--- config.mk ---
export PLATFORM = sky130hd
export DESIGN_NAME = tx_req_fifo
export DESIGN_NICKNAME = d
export VERILOG_FILES = /design/src/rtl/tx_intf_pkg.sv /design/src/rtl/sync_fifo_fwft.sv /design/src/rtl/tx_req_fifo.sv
export SDC_FILE = /design/constraint.sdc
export NUM_CORES = 2
export LEC_CHECK = 0
export ABC_AREA = 1
export CORE_MARGIN = 2
export CORE_UTILIZATION = 30
export CTS_CLUSTER_SIZE = 12
export DETAILED_ROUTE_END_ITERATION = 8
export SETUP_SLACK_MARGIN = 0.4
export SYNTH_ARGS = -nofsm -noshare
export SYNTH_HDL_FRONTEND = slang
export SYNTH_SLANG_ARGS = --single-unit
export TNS_END_PERCENT = 20
--- constraint.sdc ---
create_clock -name clk -period 4.65 [get_ports clk]
set_input_delay 0.93 -clock clk [delete_from_list [all_inputs] [get_ports clk]]
set_output_delay 0.93 -clock clk [all_outputs]
set_load 0.02 [all_outputs]
--- src/rtl/tx_intf_pkg.sv ---
// Shared tx_intf definitions: request field positions, default register
// addresses and the packed tx request entry.
package tx_intf_pkg;
  localparam int LEN_LSB  = 0;
  localparam int QIDX_LSB = 16;
  localparam int PRIO_LSB = 18;
  localparam int SN_W     = 10;

  localparam logic [4:0] REQ_ADDR_DEF = 5'h17;
  localparam logic [4:0] CLR_ADDR_DEF = 5'h18;

  typedef struct packed {
    logic [1:0]      prio;
    logic [1:0]      qidx;
    logic [15:0]     len;
    logic [SN_W-1:0] sn;
  } tx_req_t;

  localparam int TX_REQ_W = $bits(tx_req_t);
endpackage

--- src/rtl/sync_fifo_fwft.sv ---
// Synchronous first-word-fall-through FIFO with a registered head stage.
// level counts every stored entry, including the one held in the head register.
module sync_fifo_fwft #(
  parameter int W     = 30,
  parameter int DEPTH = 64,
  parameter int AW    = 6
) (
  input  logic          clk,
  input  logic          rst,
  input  logic          push,
  input  logic [W-1:0]  din,
  input  logic          pop,
  output logic [W-1:0]  dout,
  output logic          full,
  output logic          empty,
  output logic [AW:0]   level
);
  logic [W-1:0]  mem [DEPTH];
  logic [AW-1:0] wr_ptr, rd_ptr;
  logic [AW:0]   mem_cnt, level_q;
  logic          out_vld;
  logic [W-1:0]  out_q;
  logic          wr_ok, rd_ok, load, from_mem, bypass, mem_wr;

  assign full  = (level_q == (AW+1)'(DEPTH));
  assign empty = !out_vld;
  assign level = level_q;
  assign dout  = out_q;

  // Head register refills from memory first; an empty FIFO takes the push
  // straight into the head so it is visible on the next cycle.
  always_comb begin
    wr_ok    = push && !full;
    rd_ok    = pop && out_vld;
    load     = !out_vld || rd_ok;
    from_mem = load && (mem_cnt != '0);
    bypass   = load && (mem_cnt == '0) && wr_ok;
    mem_wr   = wr_ok && !bypass;
  end

  always_ff @(posedge clk) begin
    if (mem_wr) mem[wr_ptr] <= din;
  end

  always_ff @(posedge clk) begin
    if (rst) begin
      wr_ptr  <= '0;
      rd_ptr  <= '0;
      mem_cnt <= '0;
      level_q <= '0;
      out_vld <= 1'b0;
      out_q   <= '0;
    end else begin
      if (mem_wr)   wr_ptr <= wr_ptr + AW'(1);
      if (from_mem) rd_ptr <= rd_ptr + AW'(1);
      mem_cnt <= mem_cnt + (AW+1)'(mem_wr) - (AW+1)'(from_mem);
      level_q <= level_q + (AW+1)'(wr_ok) - (AW+1)'(rd_ok);
      if (from_mem) begin
        out_q   <= mem[rd_ptr];
        out_vld <= 1'b1;
      end else if (bypass) begin
        out_q   <= din;
        out_vld <= 1'b1;
      end else if (load) begin
        out_vld <= 1'b0;
      end
    end
  end
endmodule

--- src/rtl/tx_req_fifo.sv ---
// Buffers CPU-written tx requests, stamps each with a 10-bit sequence number
// and hands them to the tx engine. Optional drop counter: TX_REQ_DROP_CNT_EN.
module tx_req_fifo
  import tx_intf_pkg::*;
#(
  parameter int         DEPTH    = 64,
  parameter int         AW       = 6,
  parameter logic [4:0] REQ_ADDR = REQ_ADDR_DEF,
  parameter logic [4:0] CLR_ADDR = CLR_ADDR_DEF
) (
  input  logic        clk,
  input  logic        rst,
  input  logic        slv_reg_wren,
  input  logic [4:0]  axi_awaddr_core,
  input  logic [31:0] slv_reg_wdata,
  output logic        req_valid,
  input  logic        req_ready,
  output logic [15:0] req_len,
  output logic [1:0]  req_queue_idx,
  output logic [1:0]  req_linux_prio,
  output logic [9:0]  req_pkt_sn,
  output logic [AW:0] fifo_level,
  output logic        overflow
`ifdef TX_REQ_DROP_CNT_EN
  ,
  output logic [15:0] drop_cnt
`endif
);
  logic            push, clr, full, empty, accept, drop;
  logic [SN_W-1:0] sn_cnt;
  tx_req_t         din, dout;
  logic            unused_wdata;

  assign push   = slv_reg_wren && (axi_awaddr_core == REQ_ADDR);
  assign clr    = slv_reg_wren && (axi_awaddr_core == CLR_ADDR);
  assign accept = push && !full;
  assign drop   = push && full;

  assign unused_wdata = ^slv_reg_wdata[31:20];

  always_comb begin
    din      = '0;
    din.prio = slv_reg_wdata[PRIO_LSB +: 2];
    din.qidx = slv_reg_wdata[QIDX_LSB +: 2];
    din.len  = slv_reg_wdata[LEN_LSB +: 16];
    din.sn   = sn_cnt;
  end

  sync_fifo_fwft #(.W(TX_REQ_W), .DEPTH(DEPTH), .AW(AW)) u_fifo (
    .clk   (clk),
    .rst   (rst),
    .push  (push),
    .din   (din),
    .pop   (req_ready),
    .dout  (dout),
    .full  (full),
    .empty (empty),
    .level (fifo_level)
  );

  assign req_valid      = !empty;
  assign req_len        = dout.len;
  assign req_queue_idx  = dout.qidx;
  assign req_linux_prio = dout.prio;
  assign req_pkt_sn     = dout.sn;

  // A drop in the same cycle as a clear must leave the flag set.
  always_ff @(posedge clk) begin
    if (rst) begin
      sn_cnt   <= '0;
      overflow <= 1'b0;
    end else begin
      if (accept) sn_cnt <= sn_cnt + SN_W'(1);
      if (drop)     overflow <= 1'b1;
      else if (clr) overflow <= 1'b0;
    end
  end

`ifdef TX_REQ_DROP_CNT_EN
  always_ff @(posedge clk) begin
    if (rst)                    drop_cnt <= '0;
    else if (clr)               drop_cnt <= {15'd0, drop};
    else if (drop && drop_cnt != 16'hFFFF) drop_cnt <= drop_cnt + 16'd1;
  end
`endif
endmodule

* Word level (Yosys, flattened, before mapping)
Memories as Yosys holds them, arrays and structs flattened. A register that Yosys moved wholly into a read port is not among the register bits. Cells that the tools add are included.
Operators by class: reduce and logical (&&, ||, !) cells 18, equality and inequality tests 3, mux-type cells 11, add/subtract/negate cells 7
Operators by type and width (number):
- $mux W30 | 2
- $add A7 B1 Y7 | 2
- $sub A7 B1 Y7 | 2
- $add A6 B1 Y6 const B | 2
- $mux W6 | 2
- $add A10 B1 Y10 const B | 1
- $eq A5 B5 Y1 const B | 2
- $logic_and A1 B1 Y1 | 9
- $eq A7 B7 Y1 const B | 1
- $logic_not A7 Y1 | 1
- $mux W1 | 7
- $reduce_bool A7 Y1 | 1
- $reduce_bool A2 Y1 | 2
- $logic_not A1 Y1 | 3
- $reduce_bool A3 Y1 | 1
- $logic_or A1 B1 Y1 | 1
Storage, ports and cells: output and inout bits 39, memories kept 1, logic and storage cells 48, bits in registers 68, input port bits 41, memory bits (writable) 1920
Memories:
- u_fifo.mem | words 64, bits a word 30, rd ports 1, clocked after memory_dff 1, wr ports 1, line sync_fifo_fwft.sv:18 | logic [W-1:0] mem [DEPTH];

* Depth between registers and ports, before layout
depth after elaboration 8, gate-level depth with buffers 21, gate-level depth less buffers 19

* Cells and area by module
A second synthesis with hierarchy kept.
Second synthesis, totals: cell total of the unflattened synthesis 6853, area total of the unflattened synthesis 80638.6 um2
Modules (own cells, without submodules):
- sync_fifo_fwft | cells an instance 6756, times used 1, seq. area each 58916.5 um2, area each 79990.5 um2
- tx_req_fifo | cells an instance 97, times used 1, seq. area each 220.2 um2, area each 648.1 um2

* Worst setup path after synthesis
No wires, ideal clock.
path kind input to register, start in axi_awaddr_core[3], end mem u_fifo.mem[63][0] (enable), data required time 4193 ps, setup slack 215 ps, library setup time 457 ps, stages 9, data arrival time 3978 ps, path buffers 0, cell sequence inv_1 > nand2_1 > nor2_1 > nand2_1 > nor2_4 > o21ai_2 > nor2_4 > nand2_1 > nor3_1
Between the ends: word-level cells in the longest chain between the ends 8
Ends and longest elaborated chain:
- start, declared | line tx_req_fifo.sv:14 | input logic [4:0] axi_awaddr_core,
- $eq A5 B5 Y1 (*) | line tx_req_fifo.sv:34 | assign push = slv_reg_wren && (axi_awaddr_core == REQ_ADDR);
- $logic_and A1 B1 Y1 (*) | line tx_req_fifo.sv:34
- $logic_and A1 B1 Y1 (*)
- net accept | line tx_req_fifo.sv:29 | logic push, clr, full, empty, accept, drop;
- $logic_and A1 B1 Y1 | line sync_fifo_fwft.sv:37 | bypass = load && (mem_cnt == '0) && wr_ok;
- $logic_not A1 Y1 | line sync_fifo_fwft.sv:38 | mem_wr = wr_ok && !bypass;
- $logic_and A1 B1 Y1 (*) | line sync_fifo_fwft.sv:38
- $mux W1 (*) | line sync_fifo_fwft.sv:42 | if (mem_wr) mem[wr_ptr] <= din;
- $mux W1 (not written as such) (*) | line sync_fifo_fwft.sv:42
- end, declared | line sync_fifo_fwft.sv:18
The timed path passes the listed nets; every way through them passes the cells marked *.

==> results.tsv <==
metric	value	unit
synth.avg_cell_area	11.8	sq um
pin_count	80	
slew_violations	0	
synthTopCellsByArea	edfxtp_1, nand3_1, nand2_1, dfxtp_1, buf_2	
vias	53381	
synth.most_common_cell	nand2_1	
clock_skew	0.0288	ns
firstDrtPassIters	8	
yosysSeqAreaShare	73.4	%
post-route-min-period	3.31	ns
die_area	273000	sq um
async_flop_share	0	%
grtUsageTotal	16.6	%
hpwl	125	mm
cts.path.max_buffers	3	
critical_path_required	5.35	ns
grt.overflow.total	0	
relSlewSlack	4.29	%
start_util	30.1	%
rrSetupSlack	1.34	ns
die_h	522	um
fin_tns_setup	0	ns
worst_slew_pin_slew	1.44	ns
cts_setup_buffers	0	
hold_path.class	reg2reg	
cts_buffers	204	
cts.repair.resized	0	
fin_area	92000	sq um
ys_top_cells_by_count	nand2_1, edfxtp_1, nand3_1	
netlist_instances	6837	
synth_top_area_cell	edfxtp_1	
dpl_cell_area	85800	sq um
synth_edf_count	1920	
fin_hold_ws	0.468	ns
wirelength	233	mm
synthFlopType	edfxtp_1	
grt_pass1_wl	338	mm
die_w	522	um
fillers	25979	
yosys_warnings	0	
yosys_register_bits	1994	
cts_tree	yes	
antenna_found_initial	19	
path_class	reg2reg	
cts-root-buf	clkbuf_16	
maxCapViolations	0	
timing.rr.end	u_fifo.dout[7]	
nets	6918	
grt_start_max_net_pins	218	
fmax	302	MHz
dp.cells	10201	
hold_buffers	0	
setup_violations	0	
routedWlPerCell	22.0	um
drive_above_1_share	7.80	%
worstPathMaxFanout	107	
ys_types	30	
synth_area	80500	sq um
via_per_inst	5.06	
worstHoldEndpoint	u_fifo.dout[0]	
rows	190	
place_congestion	0.839	
status	complete, no violations	
synth_top_area_share	71.6	%
place_ws	0.796	ns
drtIter0Drc	6419	
fin_cells	10555	
hp-start	u_fifo.dout[0]	
finalCritPeriodShare	71.3	%
leakage	31.9	nW
core	267000	sq um
numClockSinks	1994	
rsz0062_at_grt	false	
ir_drop	402	uV
final_util	34.4	%
worst_slack	1.34	ns
cp-end-kind	register	
start_kind	register	
synth_nets	6900	
clk_pin_slew	0.06	ns
total_power	48.1	mW
hold_path_depth	2	
htreeDepth	4	
hold_violations	0	
cp_data_arrival_time	4.02	ns
grt_pass1_vias	50602	
route.detailed.drc	0	
area_growth	14.2	%
powerDensity	523	nW/um^2
clock_latency	0.86	ns
r2r.worst_path.cells	11	
postRouteAntennaNets	0	
io_buffers	67	
==> where the power goes <==
| part | switching, mW | internal [mW] |
|---|---|---|
| sequential | 0.414 | 19.8 |
| combinational | 8.97 | 3.48 |
| clock | 6.84 | 8.57 |
| total | 16.2 | 31.8 |
==> state kept, by name, summed over array words and instances, names as in the netlist, named ones only <==
signal	cells
overflow	1
u_fifo.dout	30
u_fifo.rd_ptr	6
u_fifo.wr_ptr	6
sn_cnt	10
u_fifo.mem_cnt	7
u_fifo.out_vld	1
u_fifo.level	7
u_fifo.mem	1920
==> logic make-up after synthesis <==
family | after synthesis | synth area share, %
AO/OA/AOI/OAI | 102 | 0.659
XOR/XNOR | 3 | 0.0326
adder cells (fa/ha/maj) | 22 | 0.360
buffers and inverters | 505 | 3.07
flip-flops | 1994 | 73.4
AND/OR/NAND/NOR | 4211 | 22.5
==> worst max-delay path by stage <==
stage | endpoint | startpoint | slack, ns | cells after the start
final | u_fifo.dout[7] | register | 1.34 | 11
after global routing | u_fifo.mem_cnt[6] | u_fifo.mem_cnt[3] | 1.17 | 17
after CTS | u_fifo.dout[7] | register | 1.37 | 11
after detailed placement | u_fifo.mem_cnt[6] | req_ready | 0.80 | 16
after global placement | u_fifo.mem_cnt[6] | axi_awaddr_core[3] | 0.66 | 20
after floorplan | u_fifo.mem[39][0] | axi_awaddr_core[3] | 0.32 | 9
==> area by class of cell <==
cell class                 instances  area (sq um)  area share [%]
antenna                            6          15.0          0.0163
clock buffer                     275          5510            6.00
timing repair buffer             252          2430            2.64
sequential                      1994         59200            64.3
clock inverter                    73           679           0.739
multi-input combinational       4338         19400            21.1
tap                             3552          4440            4.83
inverter                          65           280           0.305
==> placed cells by master (no fill, tap or decap), drive strengths merged <==
| cell | netlist | final |
|---|---|---|
| xnor2 | 2 | 2 |
| inv | 63 | 74 |
| nor2 | 144 | 144 |
| a21o | 2 | 2 |
| clkdlybuf4s50 | 0 | 46 |
| nand3 | 1784 | 1784 |
| diode | 0 | 6 |
| xor2 | 1 | 1 |
| clkinv | 2 | 55 |
| o21bai | 2 | 2 |
| clkbuf | 105 | 275 |
| nand4 | 2 | 2 |
| and3 | 1 | 1 |
| ha | 20 | 20 |
| fa | 2 | 2 |
| nor4 | 3 | 3 |
| nand2 | 2263 | 2263 |
| a21oi | 67 | 67 |
| dfxtp | 74 | 74 |
| edfxtp | 1920 | 1920 |
| bufinv | 0 | 5 |
| a31oi | 2 | 2 |
| clkinvlp | 0 | 4 |
| nor3 | 12 | 12 |
| nor3b | 2 | 2 |
| buf | 335 | 206 |
| o21ai | 29 | 29 |
==> per-layer routing <==
layer / GRT usage [%] / wire [um]
met1: 22.6 / 96500
met2: 26.4 / 108000
met3: 2.33 / 17700
met4: 7.41 / 9930
met5: 0 / 41
==> worst max-delay path: stages (launching register included) <==
cell	delay, ns
dfxtp_4	0.57
inv_8	0.65
buf_12	0.35
nand3_1	0.12
nand3_1	0.10
nand3_1	0.27
nand2_1	0.24
nand2_1	0.17
nand3_1	0.23
nand3_1	0.19
nand2_1	0.12
a21oi_1	0.06
No activity file was read; power rests on OpenSTA's default activity.
